### src/rtl/rf_writeback.sv
// Register-file write initiator: merges ALU and load results into a small in-order FIFO, one write per cycle.
// Head is visible on the write port the cycle after accept; in_ready drops once fewer than two slots are free.
module rf_writeback #(
  parameter int DEPTH = 4,
  parameter int CNT_W = 3
) (
  input  logic        clk,
  input  logic        reset,
  input  logic        alu_valid,
  input  logic [4:0]  alu_rd,
  input  logic [31:0] alu_data,
  input  logic        ld_valid,
  input  logic [4:0]  ld_rd,
  input  logic [31:0] ld_rdata,
  input  logic [2:0]  ld_funct3,
  input  logic [1:0]  ld_addr_lo,
  output logic        in_ready,
  output logic        rf_we,
  output logic [4:0]  rf_waddr,
  output logic [31:0] rf_wdata,
  input  logic [4:0]  rdAddrA,
  input  logic [4:0]  rdAddrB,
  output logic        pendA,
  output logic        pendB
);

  localparam int PTR_W = (DEPTH > 1) ? $clog2(DEPTH) : 1;
  localparam logic [CNT_W-1:0] DEPTH_C = CNT_W'(DEPTH);
  localparam logic [CNT_W-1:0] TWO_C   = CNT_W'(2);

  typedef struct packed {
    logic [4:0]  rd;
    logic [31:0] data;
  } wbEntry_t;

  wbEntry_t         entries [DEPTH];
  logic [DEPTH-1:0] entryVld;
  logic [PTR_W-1:0] wrPtr;
  logic [PTR_W-1:0] rdPtr;
  logic [PTR_W-1:0] aluSlot;
  logic [CNT_W-1:0] count;
  logic [CNT_W-1:0] freeSlots;
  logic [CNT_W-1:0] enqCnt;
  logic [CNT_W-1:0] deqCnt;
  logic             ldAcc;
  logic             aluAcc;
  logic             deq;
  logic [31:0]      ldFmt;

  function automatic logic [31:0] fmtLoad(input logic [31:0] word,
                                          input logic [2:0]  funct3,
                                          input logic [1:0]  lo);
    logic [7:0]  b;
    logic [15:0] h;
    case (lo)
      2'd0:    b = word[7:0];
      2'd1:    b = word[15:8];
      2'd2:    b = word[23:16];
      default: b = word[31:24];
    endcase
    h = lo[1] ? word[31:16] : word[15:0];
    case (funct3)
      3'b000:  fmtLoad = {{24{b[7]}}, b};
      3'b100:  fmtLoad = {24'd0, b};
      3'b001:  fmtLoad = {{16{h[15]}}, h};
      3'b101:  fmtLoad = {16'd0, h};
      default: fmtLoad = word;
    endcase
  endfunction

  // Two free slots are always reserved so both producers can land in the same cycle.
  assign freeSlots = DEPTH_C - count;
  assign in_ready  = !reset && (freeSlots >= TWO_C);

  // Writes to x0 are architecturally dead, so they never take a slot.
  assign ldAcc  = ld_valid  && in_ready && (ld_rd  != 5'd0);
  assign aluAcc = alu_valid && in_ready && (alu_rd != 5'd0);

  assign enqCnt  = {{(CNT_W-1){1'b0}}, ldAcc} + {{(CNT_W-1){1'b0}}, aluAcc};
  assign deq     = !reset && (count != '0);
  assign deqCnt  = {{(CNT_W-1){1'b0}}, deq};
  assign aluSlot = ldAcc ? (wrPtr + PTR_W'(1)) : wrPtr;
  assign ldFmt   = fmtLoad(ld_rdata, ld_funct3, ld_addr_lo);

  always_ff @(posedge clk) begin
    if (reset) begin
      count    <= '0;
      wrPtr    <= '0;
      rdPtr    <= '0;
      entryVld <= '0;
    end else begin
      if (deq) begin
        entryVld[rdPtr] <= 1'b0;
        rdPtr           <= rdPtr + PTR_W'(1);
      end
      if (ldAcc)  entryVld[wrPtr]   <= 1'b1;
      if (aluAcc) entryVld[aluSlot] <= 1'b1;
      wrPtr <= wrPtr + PTR_W'(enqCnt);
      count <= count + enqCnt - deqCnt;
    end
  end

  // The load is older than a same-cycle ALU result, so it takes the lower slot.
  always_ff @(posedge clk) begin
    if (ldAcc)  entries[wrPtr]   <= '{rd: ld_rd,  data: ldFmt};
    if (aluAcc) entries[aluSlot] <= '{rd: alu_rd, data: alu_data};
  end

  assign rf_we    = deq;
  assign rf_waddr = rf_we ? entries[rdPtr].rd   : 5'd0;
  assign rf_wdata = rf_we ? entries[rdPtr].data : 32'd0;

  always_comb begin
    pendA = 1'b0;
    pendB = 1'b0;
    for (int i = 0; i < DEPTH; i++) begin
      if (entryVld[i] && (entries[i].rd == rdAddrA)) pendA = 1'b1;
      if (entryVld[i] && (entries[i].rd == rdAddrB)) pendB = 1'b1;
    end
    pendA = pendA && !reset && (rdAddrA != 5'd0);
    pendB = pendB && !reset && (rdAddrB != 5'd0);
  end

endmodule

### config.mk
export PLATFORM = sky130hd
export DESIGN_NAME = rf_writeback
export DESIGN_NICKNAME = d
export VERILOG_FILES = /design/src/rtl/rf_writeback.sv
export SDC_FILE = /design/constraint.sdc
export NUM_CORES = 1
export LEC_CHECK = 0
export BUFFER_PORTS_ARGS = -buffer_cell sky130_fd_sc_hd__buf_2
export CAP_MARGIN = 30
export CORE_MARGIN = 10
export CORE_UTILIZATION = 50
export CTS_BUF_LIST = sky130_fd_sc_hd__clkbuf_4 sky130_fd_sc_hd__clkbuf_8
export CTS_CLUSTER_SIZE = 12
export DETAILED_ROUTE_END_ITERATION = 8
export GPL_ROUTABILITY_DRIVEN = 0
export PLACE_DENSITY_LB_ADDON = 0.12
export SYNTH_ARGS = -nofsm -noshare
export SYNTH_HDL_FRONTEND = slang
export SYNTH_SLANG_ARGS = --single-unit
### constraint.sdc
create_clock -name clk -period 9.4 [get_ports clk]
set_clock_uncertainty 0.05 [all_clocks]
set_input_delay 0.94 -clock clk [delete_from_list [all_inputs] [get_ports clk]]
set_output_delay 0.94 -clock clk [all_outputs]
set_load 0.03 [all_outputs]
==> results of run 1 <==
[final timing paths]
kind / startpoint / end / slack [ns] / cells after the start
max: count[0] / rf_wdata[12] / 5.64 / 7
min: entryVld[2] / entryVld[2] / 0.47 / 2
max reg2reg: count[0] / count[2] / 5.95 / 15
min reg2reg: entryVld[2] / entryVld[2] / 0.47 / 2
[cell families after synthesis]
family / after synthesis / synth area share [%]
compound gates: 67 / 5.18
fa+ha+maj: 17 / 2.28
xor+xnor: 45 / 4.07
buf+inv: 84 / 4.25
mux: 197 / 28.9
simple gates: 121 / 6.75
flops: 161 / 48.6
[power breakdown]
part | switching (µW) | internal [µW]
registers | 75.9 | 964
logic | 576 | 443
clock network | 292 | 224
total | 944 | 1630
[stage by stage]
stage | setup WS (ns) | hold slack (ns) | cell area, µm² | utilization [%] | total power, µW
3_5_place_dp | 5.45 | 0.459 | 10500 | 55.7 | 2080
3_3_place_gp | 5.51 | 0.457 | 10500 | 55.5 | 2060
6_report | 5.64 | 0.474 | 10900 | 57.8 | 2580
2_1_floorplan | 5.75 | 0.413 | 9680 | - | 1780
5_1_grt | 5.39 | 0.499 | 10900 | 57.8 | 2710
4_1_cts | 5.55 | 0.474 | 10900 | 57.8 | 2600
[flip-flops by register name, indices dropped and copies added (netlist names), named ones only]
signal	cells
entryVld	4
rdPtr	2
entries	148
wrPtr	2
count	3
[metal layers]
metal	up-vias	part of all wire, %	track usage (%)	wire [µm]
li1	2863	-	-	-
met1	3222	45	26.4	11400
met2	226	48	31.7	12300
met3	36	5.5	4.73	1410
met4	0	1.7	5.22	427
met5	-	0	0	0
[area by class of cell]
type,count,area (µm²),share of cell area [%]
clock buffer,17,234,2.14
clock inverter,15,165,1.51
inverter,30,113,1.03
multi-input combinational,447,4600,42.1
sequential,161,4710,43.1
tap,260,325,2.98
timing repair buffer,145,781,7.14
[cells in the mapped netlist, types with 5 or more instances]
| library cell | number | area share, % |
|---|---|---|
| a21oi_1 | 22 | 1.1 |
| xnor2_1 | 11 | 1.0 |
| a311oi_1 | 8 | 0.72 |
| inv_1 | 29 | 1.1 |
| o21ai_0 | 6 | 0.31 |
| nand2_1 | 19 | 0.74 |
| a22o_1 | 7 | 0.63 |
| mux2_4 | 19 | 2.9 |
| nand3_1 | 6 | 0.31 |
| edfxtp_1 | 148 | 46 |
| mux2_2 | 109 | 13 |
| xor2_1 | 34 | 3.1 |
| clkbuf_1 | 26 | 1.0 |
| buf_6 | 5 | 0.58 |
| mux4_2 | 45 | 10 |
| buf_1 | 6 | 0.23 |
| nor4_1 | 8 | 0.52 |
| buf_2 | 12 | 0.62 |
| a221o_1 | 10 | 1.0 |
| dfxtp_1 | 13 | 2.7 |
| nor2_1 | 26 | 1.0 |
| ha_1 | 16 | 2.1 |
| mux2_1 | 22 | 2.6 |
| a31oi_1 | 6 | 0.39 |
| and2_1 | 37 | 2.4 |
[cells in the final DEF, fill, tap and decap left out, drive strengths merged, types with 17 or more instances in the layout]
cell	Yosys	layout
mux2	150	150
clkbuf	26	17
edfxtp	148	148
nand2	19	19
buf	28	145
a21oi	23	23
and2	37	37
xor2	34	34
mux4	45	45
nor2	26	26
inv	30	40
[worst register-to-register path: stages, from the launching register on]
cell	delay (ns)
dfxtp_1	0.36
inv_1	0.08
ha_1	0.19
ha_1	0.27
or3b_2	0.50
o2111ai_2	0.23
inv_1	0.19
ha_1	0.35
inv_1	0.05
ha_1	0.27
inv_1	0.05
ha_1	0.12
inv_1	0.05
fa_1	0.37
xnor2_1	0.16
nor2_1	0.05
==> summary.txt, run 1 <==
Setup path
  – Crit-path max cell delay: 0.48 ns
  – Crit path top cell by count: ha_1
  – Worst Setup Start Kind: flop
  – CP Buf/Inv Count: 3
  – Crit-path cells: inv_1 > ha_1 > ha_1 > nor2_2 > buf_4 > and2_1 > buf_2
  – Crit path max-delay cell type: nor2_2
  – Crit path max fanout: 24
  – Setup crit end kind: primary output
  – CP Class: reg2out
  – CP arrival: 2.77 ns
  – Family with the most delay on the worst path: simple AND/OR/NAND/NOR gates
  – Worst EP required: 8.41 ns

STA
  – Slew margin rel.: 36.2%
  – Final hold viol count: 0
  – # setup viols final: 0
  – Final Slew Violations: 0
  – RSZ-0062 raised after global routing: false
  – Final TNS setup: 0 ns
  – Slew @ Worst Pin: 0.951 ns
  – Max frequency: 0.266 GHz
  – Fin crit share: 40.0%
  – Post-layout minimum cycle time: 3.76 ns

Die
  – Starting Density: 51.2%
  – Core Region: 0.0189 mm²
  – Die ar.: 0.0253 mm²
  – Die Ht: 159 µm
  – Top Ports: 134
  – Cell row count: 50
  – Die width: 159 µm

Cells and area
  – ANT cells: 0
  – Fill count: 1600
  – Nets: 912
  – Layout overhead on the synthesized area: 12.9%
  – Layout cells sized above 1: 45.0%
  – Non-Filler Instances: 1075

GRT
  – Vias in the first global route: 6641
  – Total track usage: 19.8%
  – Initial antenna violation count: 0
  – Remaining Overflow, GRT: 0
  – Largest net degree at the start of global routing: 39
  – First-pass GRT wire length: 39300 µm

Synthesis
  – Sequential-to-total area share from yosys stat: 48.6%
  – Asr flop ratio synth: 0%
  – Post-Syn Nets: 802
  – YS warnings: 0
  – Syn Inst Count: 692
  – Synth Area per Inst: 14.0 µm²
  – Number of synthesized register bits: 161
  – Top_reg_cell synth: edfxtp_1
  – Post-synth EDFFs: 148
  – Post-synthesis cell area: 0.00968 mm²
  – Synth cell types: 48

Place
  – DP HPWL: 17700 µm
  – Placed insts: 1042
  – Number of port buffers: 133

Drt
  – Routed vias: 6347
  – Initial DRC count: 464
  – Drt total wl: 25600 µm
  – Routed WL per cell: 23.8 µm
  – Antenna viol nets, final: 0
  – DRT Pass-1 Iters: 4
  – DRC: 0
  – Vias/cell: 5.90

Clock tree
  – Clock Sink Count: 161
  – Cts bufs inserted: 17
  – H-tree levels: 4
  – Hold Buf Count CTS: 0
  – # resized after CTS: 0
  – Skew-Pair Late Insertion Delay: 0.46 ns
  – CTS tree: done
  – Clk slew on worst S/H paths: 0.09 ns
  – Setup bufs post-CTS: 0
  – Root Driver: clkbuf_8
  – CTS Buffer Depth: 2

Hold path
  – Hold WC Path Type: reg2reg

Outcome
  – Status: completed

Power and ir drop
  – Peak supply drop: 0.111 mV
  – LEAKAGE: 0.00407 µW
  – Pwr dens: 236 mW/mm²

Job
  – Max Cap Viol: 0
Note: power is estimated with default switching activity, not from simulation.
==> run 2: changes to the inputs <==
Clock period 9.4 ns to 3.9 ns, I/O delays scaled along.
==> run 2 against run 1 <==
  * Sequential share of layout area decreased by 0.40 points
  * Critical path type is now reg2reg
  * Setup slack got worse by 5.1 ns
  * Flip-flop and latch count unchanged
  * Via count about the same
  * Sequential power increased by 150%
  * Non-clock buffer count increased by 8
  * Highest routed layer is now met5
  * First-iteration DRC count increased by 17%
  * Largest power group unchanged
  * Critical path depth increased by 8
  * Worst hold slack got worse by 0.27 ns
==> summary.txt, run 2 (synthesis gave the netlist of run 1 again) <==
Outcome
  – Status: completed

Place
  – Placed cell areas: 0.0106 mm²
  – Number of port buffers: 133
  – DP HPWL: 17700 µm

Cells and area
  – Design Area, Final: 0.0110 mm²
  – Layout cells sized above 1: 45.6%
  – Reg with most FFs: entries
  – Largest regs: entries (148), entryVld (4), count (3)
  – Nets: 920
  – Layout overhead on the synthesized area: 14.0%
  – Most frequent cells in the layout: 148 x edfxtp_1, 133 x buf_2, 109 x mux2_2, 45 x mux4_2, 37 x and2_1
  – Most common library cell in the layout ignoring fill and taps: edfxtp_1
  – Number of flip-flops under the largest register name: 148

GRT
  – Total track usage: 20.3%
  – Vias in the first global route: 6863
  – Remaining Overflow, GRT: 0
  – First-pass GRT wire length: 40100 µm
  – Largest net degree at the start of global routing: 39
  – Initial antenna violation count: 3

Setup path
  – RR Endpoint: count[2]
  – Worst r2r src: count[0]
  – Register-to-Register Path Depth: 15
  – Critical Path Start: count[0]
  – Worst Setup Start Kind: flop
  – Reg2Reg Setup Slack: 0.56 ns
  – Setup crit end kind: flop
  – Worst Setup EP: count[2]
  – CP arrival: 3.63 ns
  – CP Class: reg2reg
  – Crit path max fanout: 4
  – Worst EP required: 4.19 ns

STA
  – Final hold viol count: 0
  – RSZ-0062 raised after global routing: false
  – Post-layout minimum cycle time: 3.34 ns
  – Final TNS setup: 0 ns
  – Final Slew Violations: 0
  – Slew margin rel.: 29.5%
  – # setup viols final: 0
  – Worst hold slack: 0.208 ns
  – Slew @ Worst Pin: 1.06 ns
  – Max frequency: 0.299 GHz
  – Fin crit share: 85.6%

Die
  – Cell row count: 50
  – Die Ht: 159 µm
  – Die ar.: 0.0253 mm²
  – Starting Density: 51.2%
  – Core Region: 0.0189 mm²
  – Die width: 159 µm
  – Top Ports: 134

Power and ir drop
  – Pwr dens: 572 mW/mm²
  – Power, Total: 6310 µW
  – Peak supply drop: 0.291 mV
  – LEAKAGE: 0.00414 µW

Clock tree
  – Root Driver: clkbuf_8
  – Clock Sink Count: 161
  – Setup bufs post-CTS: 0
  – Clk slew on worst S/H paths: 0.10 ns
  – # resized after CTS: 0
  – CTS tree: done
  – CTS Buffer Depth: 2
  – Hold Buf Count CTS: 0
  – Cts bufs inserted: 17
  – Skew-Pair Late Insertion Delay: 0.46 ns
  – H-tree levels: 4

Job
  – Max Cap Viol: 0

Drt
  – Initial DRC count: 541
  – Antenna viol nets, final: 0
  – Routed WL per cell: 23.8 µm
  – Routed vias: 6348
  – DRT Pass-1 Iters: 5
  – DRC: 0
  – Drt total wl: 25800 µm
  – Vias/cell: 5.85

Hold path
  – Hold WC Path Type: in2reg
  – HP Start: alu_data[20]
-- run 2: cell count changes in the layout (fill, tap and decap cells not counted), sizes merged --
| cell | delta |
|---|---|
| buf | +8 |
| diode | +2 |
| clkinv | -1 |
| clkinvlp | -1 |
| bufinv | +2 |
-- run 2: worst min-delay path by stage --
stage                     end  slack (ns)  depth (start not counted)
2_1_floorplan        wrPtr[0]        0.41                          1
3_3_place_gp      entryVld[2]        0.47                          2
3_5_place_dp      entryVld[2]        0.47                          2
4_1_cts        entries[1][23]        0.18                          2
5_1_grt        entries[1][23]        0.19                          2
6_report       entries[0][20]        0.21                          2
-- run 2: worst max-delay path, cell delays in order (launching register included) --
cell and delay, ns:
dfxtp_1 0.35, inv_1 0.07, ha_1 0.19, ha_1 0.26
or3b_2 0.47, o2111ai_2 0.22, inv_1 0.17, ha_1 0.34
inv_1 0.05, ha_1 0.26, inv_1 0.05, ha_1 0.12
inv_1 0.04, fa_1 0.37, xnor2_1 0.16, nor2_1 0.05
-- run 2: power by group --
group / internal (µW) / switching (µW)
registers: 2320 / 228
logic: 1100 / 1340
clock network: 654 / 677
-- run 2: cell type report --
type | instances | area (µm²)
repair buffers | 153 | 853
multi-input cells | 447 | 4600
inverters | 30 | 113
clock inverters | 15 | 190
clock buffers | 17 | 234
diodes | 2 | 5.00
flip-flops and latches | 161 | 4710
fillers | 1582 | 7860
well taps | 260 | 325
-- run 2: layer usage --
metal,part of all wire [%],up-vias,GRT usage [%]
li1,-,2871,-
met1,43,3236,26.2
met4,1.1,2,5.01
met3,6.5,27,5.40
met5,0.050,-,0
met2,49,212,33.3
-- run 2: metrics by stage --
step / std cells / setup WS (ns) / utilization [%]
after floorplan: 692 / 0.756 / -
after global placement: 1051 / 0.602 / 56.1
after detailed placement: 1051 / 0.555 / 56.1
after CTS: 1083 / 0.550 / 58.4
after global routing: 1084 / 0.368 / 58.4
final: 1085 / 0.560 / 58.4
